--- src/rtl/serial_link_receiver_pkg.sv ---
// Purpose : shared types and constants for the serial link receiver.
// Latency : n/a (declarations only).
// Backpressure: n/a.
package serial_link_receiver_pkg;

    // Receiver frame-tracking states.
    typedef enum logic [1:0] {
        IDLE   = 2'd0,
        DATA   = 2'd1,
        PARITY = 2'd2,
        STOP   = 2'd3
    } rx_state_t;

    localparam int DEFAULT_DATA_WIDTH = 8;

    // Line levels: the link idles low, a high bit starts a frame, and a
    // well-formed frame ends with a low stop bit.
    localparam logic IDLE_LEVEL = 1'b0;
    localparam logic STOP_LEVEL = 1'b0;

endpackage

--- src/rtl/link_rx_fifo.sv ---
// Purpose : 2-entry in-order word buffer with registered head and overflow pulse.
// Latency : a push into an empty buffer is visible on head_dat/head_vld the next cycle.
// Backpressure: pop_rdy low holds the head; a push into a full buffer without a
//               same-cycle pop is dropped and overflow pulses for one cycle.
// Ports   : clk, rst (async, active-high); push_vld/push_dat write side;
//           head_vld/head_dat/pop_rdy read side; overflow drop indication.
module link_rx_fifo #(
    parameter int WIDTH = 8
) (
    input  logic             clk,
    input  logic             rst,
    input  logic             push_vld,
    input  logic [WIDTH-1:0] push_dat,
    input  logic             pop_rdy,
    output logic [WIDTH-1:0] head_dat,
    output logic             head_vld,
    output logic             overflow
);

    logic [WIDTH-1:0] head_q, head_d;
    logic [WIDTH-1:0] tail_q, tail_d;
    logic             head_vld_q, head_vld_d;
    logic             tail_vld_q, tail_vld_d;
    logic             overflow_q, overflow_d;
    logic             pop;

    assign pop = head_vld_q & pop_rdy;

    // Pop is applied first, so a same-cycle push sees the freed slot: with one
    // entry held the new word lands in the head, with two it lands in the tail.
    always_comb begin
        head_d     = head_q;
        tail_d     = tail_q;
        head_vld_d = head_vld_q;
        tail_vld_d = tail_vld_q;
        overflow_d = 1'b0;

        if (pop) begin
            head_d     = tail_q;
            head_vld_d = tail_vld_q;
            tail_vld_d = 1'b0;
        end

        if (push_vld) begin
            if (!head_vld_d) begin
                head_d     = push_dat;
                head_vld_d = 1'b1;
            end else if (!tail_vld_d) begin
                tail_d     = push_dat;
                tail_vld_d = 1'b1;
            end else begin
                overflow_d = 1'b1;
            end
        end
    end

    always_ff @(posedge clk or posedge rst) begin
        if (rst) begin
            head_q     <= '0;
            tail_q     <= '0;
            head_vld_q <= 1'b0;
            tail_vld_q <= 1'b0;
            overflow_q <= 1'b0;
        end else begin
            head_q     <= head_d;
            tail_q     <= tail_d;
            head_vld_q <= head_vld_d;
            tail_vld_q <= tail_vld_d;
            overflow_q <= overflow_d;
        end
    end

    assign head_dat = head_q;
    assign head_vld = head_vld_q;
    assign overflow = overflow_q;

endmodule

--- src/rtl/serial_link_receiver.sv ---
// Purpose : deserialises start/payload(LSB first)/parity/stop frames into a 2-word buffer.
// Latency : a good word is on output_data one CLK after its stop bit is sampled (empty buffer).
// Backpressure: output_ready low holds the head word; a third good frame while
//               two are held is dropped with an overflow pulse.
// Ports   : CLK, RST (async, active-high); input_data serial line;
//           output_data/output_valid/output_ready word handshake;
//           parity_err, frame_err, overflow one-cycle error pulses.
module serial_link_receiver
    import serial_link_receiver_pkg::*;
#(
    parameter int DATA_WIDTH = DEFAULT_DATA_WIDTH,
    parameter int PARITY_EN  = 1
) (
    input  logic                  CLK,
    input  logic                  RST,
    input  logic                  input_data,
    output logic [DATA_WIDTH-1:0] output_data,
    output logic                  output_valid,
    input  logic                  output_ready,
    output logic                  parity_err,
    output logic                  frame_err,
    output logic                  overflow
);

    // Wide enough to count 0..DATA_WIDTH, so the counter never wraps mid-frame.
    localparam int CW = $clog2(DATA_WIDTH + 1);

    rx_state_t             state_q, state_d;
    logic [CW-1:0]         cnt_q, cnt_d;
    logic [DATA_WIDTH-1:0] shift_q, shift_d;
    logic                  par_bad_q, par_bad_d;
    logic                  parity_err_q, parity_err_d;
    logic                  frame_err_q, frame_err_d;
    logic                  push;

    always_comb begin
        state_d      = state_q;
        cnt_d        = cnt_q;
        shift_d      = shift_q;
        par_bad_d    = par_bad_q;
        parity_err_d = 1'b0;
        frame_err_d  = 1'b0;
        push         = 1'b0;

        case (state_q)
            IDLE: begin
                if (input_data != IDLE_LEVEL) begin
                    state_d   = DATA;
                    cnt_d     = '0;
                    // Without a parity bit the frame is always parity-good.
                    par_bad_d = 1'b0;
                end
            end
            DATA: begin
                for (int i = 0; i < DATA_WIDTH; i++) begin
                    if (cnt_q == CW'(i)) begin
                        shift_d[i] = input_data;
                    end
                end
                cnt_d = cnt_q + CW'(1);
                if (cnt_q == CW'(DATA_WIDTH - 1)) begin
                    state_d = (PARITY_EN != 0) ? PARITY : STOP;
                end
            end
            PARITY: begin
                // Even parity: payload XOR parity bit must be 0.
                par_bad_d = (^shift_q) ^ input_data;
                state_d   = STOP;
            end
            STOP: begin
                // Always back to IDLE, so a high stop bit is never a start bit.
                state_d = IDLE;
                if (input_data == STOP_LEVEL) begin
                    if (par_bad_q) begin
                        parity_err_d = 1'b1;
                    end else begin
                        push = 1'b1;
                    end
                end else begin
                    frame_err_d = 1'b1;
                end
            end
            default: state_d = IDLE;
        endcase
    end

    always_ff @(posedge CLK or posedge RST) begin
        if (RST) begin
            state_q      <= IDLE;
            cnt_q        <= '0;
            shift_q      <= '0;
            par_bad_q    <= 1'b0;
            parity_err_q <= 1'b0;
            frame_err_q  <= 1'b0;
        end else begin
            state_q      <= state_d;
            cnt_q        <= cnt_d;
            shift_q      <= shift_d;
            par_bad_q    <= par_bad_d;
            parity_err_q <= parity_err_d;
            frame_err_q  <= frame_err_d;
        end
    end

    assign parity_err = parity_err_q;
    assign frame_err  = frame_err_q;

    link_rx_fifo #(
        .WIDTH (DATA_WIDTH)
    ) u_fifo (
        .clk      (CLK),
        .rst      (RST),
        .push_vld (push),
        .push_dat (shift_q),
        .pop_rdy  (output_ready),
        .head_dat (output_data),
        .head_vld (output_valid),
        .overflow (overflow)
    );

endmodule

--- config.mk ---
export PLATFORM = sky130hd
export DESIGN_NAME = serial_link_receiver
export DESIGN_NICKNAME = d
export VERILOG_FILES = /design/src/rtl/serial_link_receiver_pkg.sv /design/src/rtl/link_rx_fifo.sv /design/src/rtl/serial_link_receiver.sv
export SDC_FILE = /design/constraint.sdc
export NUM_CORES = 1
export LEC_CHECK = 0
export ABC_CLOCK_PERIOD_IN_PS = 3640
export CORE_ASPECT_RATIO = 1.1
export CORE_MARGIN = 10
export CORE_UTILIZATION = 45
export DETAILED_ROUTE_END_ITERATION = 6
export DONT_BUFFER_PORTS = 1
export GPL_TIMING_DRIVEN = 0
export PLACE_DENSITY_LB_ADDON = 0.12
export SLEW_MARGIN = 20
export SYNTH_ARGS = -nofsm -noshare
export SYNTH_HDL_FRONTEND = slang
export SYNTH_SLANG_ARGS = --single-unit
--- constraint.sdc ---
create_clock -name CLK -period 3.64 [get_ports CLK]
set_clock_uncertainty 0.15 [all_clocks]
set_input_delay 1.092 -clock CLK [delete_from_list [all_inputs] [get_ports CLK]]
set_output_delay 1.092 -clock CLK [all_outputs]
set_load 0.005 [all_outputs]
==> Word-level counts from Yosys, hierarchy flattened <==
Index checks and enable logic that the tools add are counted.
{ "word_totals": {"elab_cells": 77, "ramBits": 0, "n_memories": 0, "ff_bits": 36, "output_inout_bits": 12, "latch_bits": 0, "rom_bits": 0, "in_bits": 4} }
{ "op_classes": {"eq_ne": 12, "magnitude_cmp": 0, "shift": 0, "reduce_logical": 17, "add_sub_neg": 1, "n_mul": 0, "mux": 26, "div_mod_pow": 0, "bitwise": 3} }
{ "op_table": {"columns": ["op", "n"], "rows": [
  ["two-way mux 8 bit", 3],
  ["AND reduction 2 bit", 11],
  ["two-way mux 1 bit", 17],
  ["equality test 4 x 3 -> 1 bit (second input constant)", 4],
  ["equality test 4 x 2 -> 1 bit (second input constant)", 2],
  ["one-hot mux 2 bit (4 select lines)", 1],
  ["one-hot mux 4 bit (2 select lines)", 1],
  ["XOR reduction 8 bit", 1],
  ["adder 4 x 1 -> 4 bit (second input constant)", 1],
  ["equality test 2 bit (second input constant)", 2],
  ["equality test 4 x 1 -> 1 bit (second input constant)", 1],
  ["logical NOT 4 bit", 1],
  ["two-way mux 2 bit", 2],
  ["two-way mux 4 bit", 1],
  ["inequality test 2 bit (second input constant)", 2],
  ["nonzero test 2 bit", 2],
  ["AND reduction 3 bit", 1],
  ["equality test 2 x 1 -> 1 bit (second input constant)", 1],
  ["logical NOT 2 bit", 1],
  ["one-hot mux 1 bit (2 select lines)", 1],
  ["bitwise AND 1 bit", 1],
  ["inverter 1 bit", 1],
  ["XOR 1 bit", 1]
]} }

==> Depth between registers and ports, before layout <==
{ "depth": {"depth_word": 5, "mapped_depth": 6, "depth_no_buf": 6} }

==> Cells and area by module <==
From an unflattened synthesis, not the netlist that was laid out.
{ "hier_totals": {"cells_unflattened": 151, "area_unflattened_um2": 1871.8} }
{ "by_module_without_submodules": {"columns": ["module", "seq_area_each_um2", "area_each_um2", "instances", "cells_per_inst"], "rows": [
  ["serial_link_receiver", 425.4, 1036.0, 1, 94],
  ["link_rx_fifo", 475.5, 835.8, 1, 57]
]} }

==> Worst setup path before layout <==
No wires, ideal clock.
{ "synth_path": {"path_type": "input-to-reg", "startpoint": "in input_data", "endpoint": "reg u_fifo.tail_q[0]", "arrival_time_ns": 2.017, "setup_ns": 0.125, "slack_ns": 1.349, "required_time_ns": 3.365, "path_stages": 4, "path_buffers": 1, "path_cell_list": "buf_6 nor3b_4 nand4_2 mux2_2"} }
{ "synth_via": {"elab_chain_cells": 3} }
{ "synth_rtl": {"columns": ["element", "line", "rtl"], "rows": [
  ["start: declaration", "serial_link_receiver.sv:16", "input logic input_data,"],
  ["two-way mux 1 bit", "serial_link_receiver.sv:73", "if (input_data == STOP_LEVEL) begin"],
  ["two-way mux 1 bit", "serial_link_receiver.sv:45", "case (state_q)"],
  ["AND reduction 3 bit (no line)", null, null],
  ["end signal: assignment", "link_rx_fifo.sv:66", "tail_q <= tail_d;"],
  ["end: declaration", "link_rx_fifo.sv:21", "logic [WIDTH-1:0] tail_q, tail_d;"]
]} }
Every way passes these cells.
A chain may end at the register's enable or synchronous reset.

==> Worst setup path after layout <==
{ "layout_path": {"startpoint": "in input_data", "endpoint": "reg u_fifo.tail_q[1]"} }
Same word-level chain as after synthesis.

==> results.ini <==
[run]
drv_cap=0

[setup_path]
worstPathRequired_ns=3.66
critical-path-max-stage-delay_ns=0.36
cp.arrival_ns=2.20
endpoint_kind=flop
crit_chain=buf_6 > nor3b_4 > nand4_2 > mux2_2
path_buf_inv=1
slowest_stage=mux2_2
cp_max_fo=9
path_delay_family=simple AND/OR/NAND/NOR gates
worstSetupPathType=in -> reg
worst_setup_path_start_kind=input port

[detailed_routing]
wl_um=2975
vias_per_cell=5.201
first_pass_iters=2
wl_per_cell_um=14.23
drtAntennaViolNets=0
drc_errors=0
num_vias=1087
drt_iter0_drc=52

[grt]
grt_max_degree=37
globalRouteOverflowTotal=0
grt_usage_pct=9.621
grt_pass1_vias=1129
grt_pass1_wl_um=5209
antenna_found_initial=0

[power]
peakVddDrop_v=0.0003851
power.total_w=0.001565
powerDensity_nw_per_um2=816.5
power_frac_seq_pct=43.7
intPower_w=0.001027
power_frac_comb_pct=38.0
p_sw_share_pct=34.36
p_sw_w=0.0005378
power.leakage_nw=0.9268
pwr-share-clk_pct=18.3

[cells_and_area]
areaGrowthSynthToFinish_pct=8.807
layout-drive-gt1-share_pct=18.87
fin_nets=170
fillers=342
num_antenna_cells=0

[logic_synthesis]
synthesis.area_um2=1762
synth_top_family_by_area=multiplexers
synthTopCellsByArea=dfrtp_1, mux2_2, ha_1
synth_xor_area_share_pct=4.261
syn_area_per_cell_um2=11.67
async_flop_share_pct=100.0
synth_fa_ha_area_share_pct=5.682
synth_compound_area_share_pct=9.801
yosysWarnings=0
yosys-top-cells-count=dfrtp_1, nand2_1, o21ai_0, mux2_2, mux2i_1
synth_mux_area_share_pct=13.42
syn_inst=151
synth_top_area_share_pct=51.14
synth_edf_count=0
yosysUniqueCellTypes=33
synth_most_common_cell=dfrtp_1
yosys.area_share.simple_pct=12.14
synth.largest_area_cell=dfrtp_1
synth-seq-cells=36
ys_seq_area_share_pct=51.14
synthFlopType=dfrtp_1
syn_nets=163

[die]
core.rowCount=23
die-area_um2=6820
core_um2=3712
die_w_um=79.66
io_pins=16
start_util_pct=47.46
fp.dieH_um=85.63

[sta]
finalCritPeriodShare_pct=60.03
hold_viol_final=0
setup_violations=0
setup-tns-final_ns=0
timing.fmax_mhz=457.7
rsz0062_at_grt=no
worst_pin_slew_ns=0.7493
min_period_ns=2.185
relSlewSlack_pct=49.97
maxSlewViolCount=0

[worst_hold_path]
hp-class=reg -> reg

[clocking]
hold_buffers=0
post_cts_buffers=0
cts_resized=0
clkTransAtPathRegs_ns=0.07
clock-sinks=36
clk_path_buf_depth=2
cts_tree=yes
cts_root_buf=clkbuf_8
htreeDepth=2
numCtsBuffers=5
clkLatencyLatePin_ns=0.28

[place]
port_buffers=0
globalplace.congestion=0.8001
post-dp-hpwl_um=2190

[outcome]
status=finished clean

cell families (layout without fill, tap and decap cells):
kind of cell,Yosys count,after routing
multiplexers,22,22
adder cells (fa/ha/maj),8,8
XOR/XNOR,7,7
AND/OR/NAND/NOR,39,39
flip-flops,36,36
buffers and inverters,13,21
AO/OA/AOI/OAI,26,26
power groups by stage:
stage               Combinational (W)  Clock, W  Sequential (W)
finish                       0.000595  0.000287        0.000684
detailed placement           0.000599         0        0.000697
global placement             0.000585         0        0.000690
global route                 0.000671  0.000316        0.000715
floorplan                    0.000505         0        0.000659
CTS                          0.000604  0.000298        0.000689
layout make-up:
| class | instances | area [um2] | share of cell area, % |
|---|---|---|---|
| sequential | 36 | 900.9 | 47.00 |
| multi-input combinational | 102 | 798.3 | 41.64 |
| clock buffer | 6 | 82.58 | 4.308 |
| tap | 50 | 62.56 | 3.264 |
| buffer | 5 | 32.53 | 1.697 |
| inverter | 8 | 30.03 | 1.567 |
| clock inverter | 2 | 10.01 | 0.5222 |
stage by stage:
stage	hold slack, ns	area [um2]	setup slack, ns	utilization, %	cells
CTS	0.3621	1917	1.419	51.63	209
floorplan	0.3287	1762	1.349	-	151
global placement	0.3376	1824	1.162	49.14	201
finish	0.3615	1917	1.455	51.63	209
global route	0.3759	1917	1.370	51.63	209
detailed placement	0.3456	1824	1.115	49.14	201
final timing paths:
kind / startpoint / endpoint / slack [ns] / cells after the start
hold / removal: u_fifo.tail_q[4] / u_fifo.tail_q[4] / 0.36 / 1
min in group asynchronous: RST / par_bad_q / 0.67 / 1
max in group asynchronous: RST / u_fifo.tail_q[3] / 2.19 / 1
setup reg to reg: state_q[0] / u_fifo.tail_q[1] / 1.78 / 4
setup / recovery: input_data / u_fifo.tail_q[1] / 1.46 / 4
hold reg to reg: u_fifo.tail_q[4] / u_fifo.tail_q[4] / 0.36 / 1
sequential cells by signal, indices dropped and copies added, names as in the netlist, 2 cells and up:
name	count
u_fifo.tail_q	8
state_q	2
u_fifo.head_dat	8
cnt_q	4
shift_q	8
metal layers:
layer	track usage (%)	routed length (um)
met4	3.426	49
met1	10.07	1278
met3	4.593	157
met2	16.35	1489
met5	0	0
cells in the final DEF, fill, tap and decap left out, types with 3 or more instances in the layout:
cell type / count
nand4_1: 3
inv_1: 7
nor3b_1: 3
mux2i_1: 9
mux2_2: 13
nand2b_1: 3
xnor2_1: 5
ha_1: 8
dfrtp_1: 36
a21oi_1: 3
nand2_1: 18
clkbuf_8: 6
nand3_1: 3
o21ai_0: 15
worst register-to-register path, cell delays in order, from the launching register on:
cell,delay (ns)
dfrtp_1,0.41
ha_1,0.20
nor3b_4,0.31
nand4_2,0.32
mux2_2,0.37
Power figures use the tool's default switching activity.
==> patch 1 (same flow settings) <==
Put one more register stage on the output `parity_err`, without a reset. The value now appears one clock later. The other outputs are not delayed to match. Comments in the files are not updated.
--- a/src/rtl/serial_link_receiver.sv
+++ b/src/rtl/serial_link_receiver.sv
@@ -104,3 +104,5 @@
 
-    assign parity_err = parity_err_q;
+    always_ff @(posedge CLK) begin
+        parity_err <= parity_err_q;
+    end
     assign frame_err  = frame_err_q;
Behaviour: no difference found for any inputs over 10 cycles, from zero or initial values and one cycle with RST high; that may be too few to reach the edited logic, so the function may still have changed.
==> patch 1 against the original RTL <==
Sequential cell count up 1; setup slack gained 0.032 ns; power down 0.30%; via count shrank 0.55%; synthesized cell count grew 0.66%; synthesized area rose by 1.1%; critical path depth unchanged; routed wire length up 2.0%; design area increased by 0.52%; critical path type unchanged; critical endpoint unchanged; largest cell class unchanged; highest routed layer unchanged.
==> patch 1: results (changes against the original RTL) <==
- Post-Synthesis Cells: 152 (+0.66%)
- CP delay by family, top: simple AND/OR/NAND/NOR gates
- Vias per std cell: 5.15 (-1.0%)
- Ranking of synthesized cells by area: dfrtp_1 (51%), mux2_2 (8.2%), ha_1 (5.6%)
- Initial antenna violation count: 0 (unchanged)
- R2R Setup Slk: 1.81 ns (+0.03 ns)
- Wirelength, routed: 3.03 mm (+2.0%)
- Post-CTS sizing: 0 (unchanged)
- Synth Flop Type: dfrtp_1
- Crit path largest cell delay: 0.36 ns (about the same)
- Num CTS Buffers: 5 (unchanged)
- Vias in the first global route: 1,116 (-1.2%)
- Largest net degree at the start of global routing: 37 (unchanged)
- First-pass GRT wire length: 5.25 mm (+0.79%)
- Placed Area: 1840 µm² (+1.1%)
- Ys async rst share: 97.3% (-2.7 points)
- Max IR drop VDD: 0.267 mV (-31%)
- # port buffers: 0 (unchanged)
- Clock-pin slew on the worst setup and hold paths: 0.07 ns (about the same)
- Yosys warns: 0 (unchanged)
- Hold Path Class: register to register
- CP Data Arrival Time: 2.17 ns (-0.03 ns)
- Post CTS Setup Buffer Count: 0 (unchanged)
- Routed WL per cell: 14.4 µm (+1.5%)
- Drt initial violations: 44 (-15%)
- GP Congestion: 0.786 (-1.7%)
- Placed Instances: 202 (+0.50%)
- Synth top cells by count: dfrtp_1 (36), nand2_1 (18), o21ai_0 (15), mux2_2 (13), mux2i_1 (9)
- H-tree depth: 2 (unchanged)
- Synth Net Count: 164 (+0.61%)
- Unique masters post-synth: 34 (+3.0%)
- Slew at the pin closest to its max-slew limit: 0.732 ns (-0.0171 ns)
- N_diodes: 0 (unchanged)
- Pre-CTS WS: 1.16 ns (+0.0487 ns)
- LEAKAGE: 0.929 nW (+0.22%)
- GRT Util Overall: 9.58% (-0.042 points)
- # nets final: 171 (+0.59%)
- Post-synthesis sequential area ratio: 51.7% (+0.55 points)
- Status: completed
- TritonRoute pass-1 iters: 4 (+2)
- Clk_lat worst skew: 0.28 ns (about the same)
- Hold WS: 0.200 ns (-0.161 ns)
- CTS Root Cell: clkbuf_8
- DP HPWL: 2.24 mm (+2.0%)
- Critical Path Slowest Stage Cell: mux2_2
- Max-cap violations: 0 (unchanged)
- Ratio of cells with drive above 1 in the final layout: 18.1% (-0.74 points)
- Clk buf depth: 2 (unchanged)
- Tmin final: 2.15 ns (-0.0315 ns)
- CP max FO: 9 (unchanged)
-- patch 1: changes by cell type after synthesis --
cell     before  now
dfxtp_1       0    1
-- patch 1: cell families (layout without fill, tap and decap cells) --
| logic type | after synthesis | after routing | synth area share [%] |
|---|---|---|---|
| flip-flops | 37 | 37 | 51.7 |
| AND/OR/NAND/NOR | 39 | 39 | 12.0 |
| multiplexers | 22 | 22 | 13.3 |
| XOR/XNOR | 7 | 7 | 4.21 |
| buffers and inverters | 13 | 21 | 3.51 |
| adder cells (fa/ha/maj) | 8 | 8 | 5.62 |
| AO/OA/AOI/OAI | 26 | 26 | 9.69 |
-- patch 1: layer usage --
layer  vias to the layer above  track usage, %  part of all wire [%]
li1                        543               -                     -
met5                         -               0                     0
met2                        14            16.0                    49
met1                       518            10.6                    44
met3                         6            3.34                   4.7
met4                         0            4.33                   1.8
-- patch 1: worst paths after layout --
path,start,endpoint,cells after the start
setup reg to reg,state_q[1],state_q[1],6
min in group asynchronous,RST,state_q[1],1
setup / recovery,input_data,u_fifo.tail_q[1],4
hold reg to reg,parity_err_q,parity_err,0
max in group asynchronous,RST,u_fifo.head_dat[2],1
hold / removal,parity_err_q,parity_err,0
-- patch 1: final cells by class --
| type | count | area (µm²) |
|---|---|---|
| Clock inverter | 2 | 10.0 |
| Fill cell | 345 | 1810 |
| Multi-Input combinational cell | 102 | 798 |
| Clock buffer | 6 | 72.6 |
| Buffer | 5 | 32.5 |
| Tap cell | 50 | 62.6 |
| Sequential cell | 37 | 921 |
| Inverter | 8 | 30.0 |
-- patch 1: where the power goes --
| group | internal, mW | leakage (nW) | switching, mW |
|---|---|---|---|
| sequential | 0.568 | 0.458 | 0.131 |
| clock | 0.133 | 0.0450 | 0.139 |
| combinational | 0.320 | 0.426 | 0.270 |
==> patch 2 (same flow settings) <==
Made on the original files. Set the package constant `DEFAULT_DATA_WIDTH` to 4 (it was 8).
--- a/src/rtl/serial_link_receiver_pkg.sv
+++ b/src/rtl/serial_link_receiver_pkg.sv
@@ -13,3 +13,3 @@
 
-    localparam int DEFAULT_DATA_WIDTH = 8;
+    localparam int DEFAULT_DATA_WIDTH = 4;
 
Interface: changed (resized output_data); port bits go from 16 to 12. No check against the original RTL was run, so the function may have changed too.
==> patch 2 against the original RTL <==
Highest routed layer unchanged; routed wire length down 38%; sequential share of layout area down 1.1 points; non-clock buffer count down 4; power down 40%; largest cell class unchanged; synthesized area down 33%; sequential cell count down 13; design area down 35%; setup slack better by 0.16 ns; combinational power down 38%; worst hold slack worse by 0.012 ns.
==> patch 2: results (changes against the original RTL) <==
- Status: completed
- GRT Util Overall: 8.59% (-1.0 points)
- Placed Instances: 127 (-37%)
- H-tree depth: 1 (-1)
- Drt initial violations: 29 (-44%)
- Synth Net Count: 110 (-33%)
- GP Congestion: 0.710 (-11%)
- Clk pwr share: 12.7% (-5.6 points)
- Num CTS Buffers: 3 (-2)
- Critical Path End: output_valid
- Worst reg2reg endpoint: state_q[1]
- Synth top cells by count: dfrtp_1 (23), mux2_1 (13), nand2_1 (11), ha_1 (10), inv_1 (8)
- HP Start: u_fifo.tail_q[0]
- LEAKAGE: 0.610 nW (-34%)
- # nets final: 115 (-32%)
- Part of the power in registers: 47.9% (+4.2 points)
- CP max FO: 5 (-4)
- Vias in the first global route: 720 (-36%)
- Switching Fraction: 36.4% (+2.0 points)
- Power Internal: 0.593 mW (-42%)
- Placed Area: 1230 µm² (-33%)
- Post CTS Setup Buffer Count: 0 (unchanged)
- Via count: 670 (-38%)
- Fmax: 494 MHz (+8.0%)
- Clock-pin slew on the worst setup and hold paths: 0.13 ns (+0.06 ns)
- CTS Root Cell: clkbuf_4
- RR Startpoint: state_q[1]
- Max IR drop VDD: 0.425 mV (+10%)
- Clk_lat worst skew: 0.31 ns (+0.03 ns)
- Hold WS: 0.349 ns (-0.0121 ns)
- DP HPWL: 1.42 mm (-35%)
- N_diodes: 0 (unchanged)
- Largest net degree at the start of global routing: 24 (-35%)
- First-pass GRT wire length: 3.39 mm (-35%)
- R2R Setup Slk: 1.94 ns (+0.16 ns)
- TritonRoute pass-1 iters: 4 (+2)
- Critical Path Source: u_fifo.head_vld
- Post-Synthesis Cells: 96 (-36%)
- CTS Hold Bufs: 0 (unchanged)
- Post-synthesis sequential area ratio: 48.5% (-2.7 points)
- Slew at the pin closest to its max-slew limit: 0.849 ns (+0.0995 ns)
- CP Data Arrival Time: 0.78 ns (-1.42 ns)
- Pre-CTS WS: 1.41 ns (+0.292 ns)
- Wirelength, routed: 1.85 mm (-38%)
- Routed WL per cell: 14.1 µm (-0.68%)
- R2R cell count: 5 (+1)
- Min-Delay Endpoint: u_fifo.tail_q[0]
- Ranking of synthesized cells by area: dfrtp_1 (48%), mux2_1 (12%), ha_1 (11%)
-- patch 2: logic make-up (layout without fill, tap and decap cells) --
logic type                 Yosys count  after routing  share of synthesized area [%]
AOI/OAI and AO/OA                   10             10                           6.43
DFF                                 23             23                           48.5
and+or+nand+nor                     22             22                           10.0
buffers and inverters                9             13                           3.48
muxes                               18             18                           17.0
xor gates and xnor gates             4              4                           4.11
adders and majority gates           10             10                           10.5
-- patch 2: area by class of cell --
class | count | area [µm²]
well taps | 31 | 38.8
clock buffers | 3 | 22.5
inverters | 8 | 30.0
fillers | 245 | 1270
multi-input cells | 64 | 571
clock inverters | 1 | 5.00
plain buffers | 1 | 11.3
flip-flops and latches | 23 | 576
-- patch 2: layer usage --
| layer | part of all wire [%] | vias to the layer above | global-route usage, % |
|---|---|---|---|
| met5 | 0 | - | 0 |
| met4 | 0.92 | 0 | 3.29 |
| met3 | 3.9 | 2 | 2.58 |
| met2 | 49 | 5 | 14.0 |
| met1 | 46 | 326 | 10.2 |
| li1 | - | 337 | - |
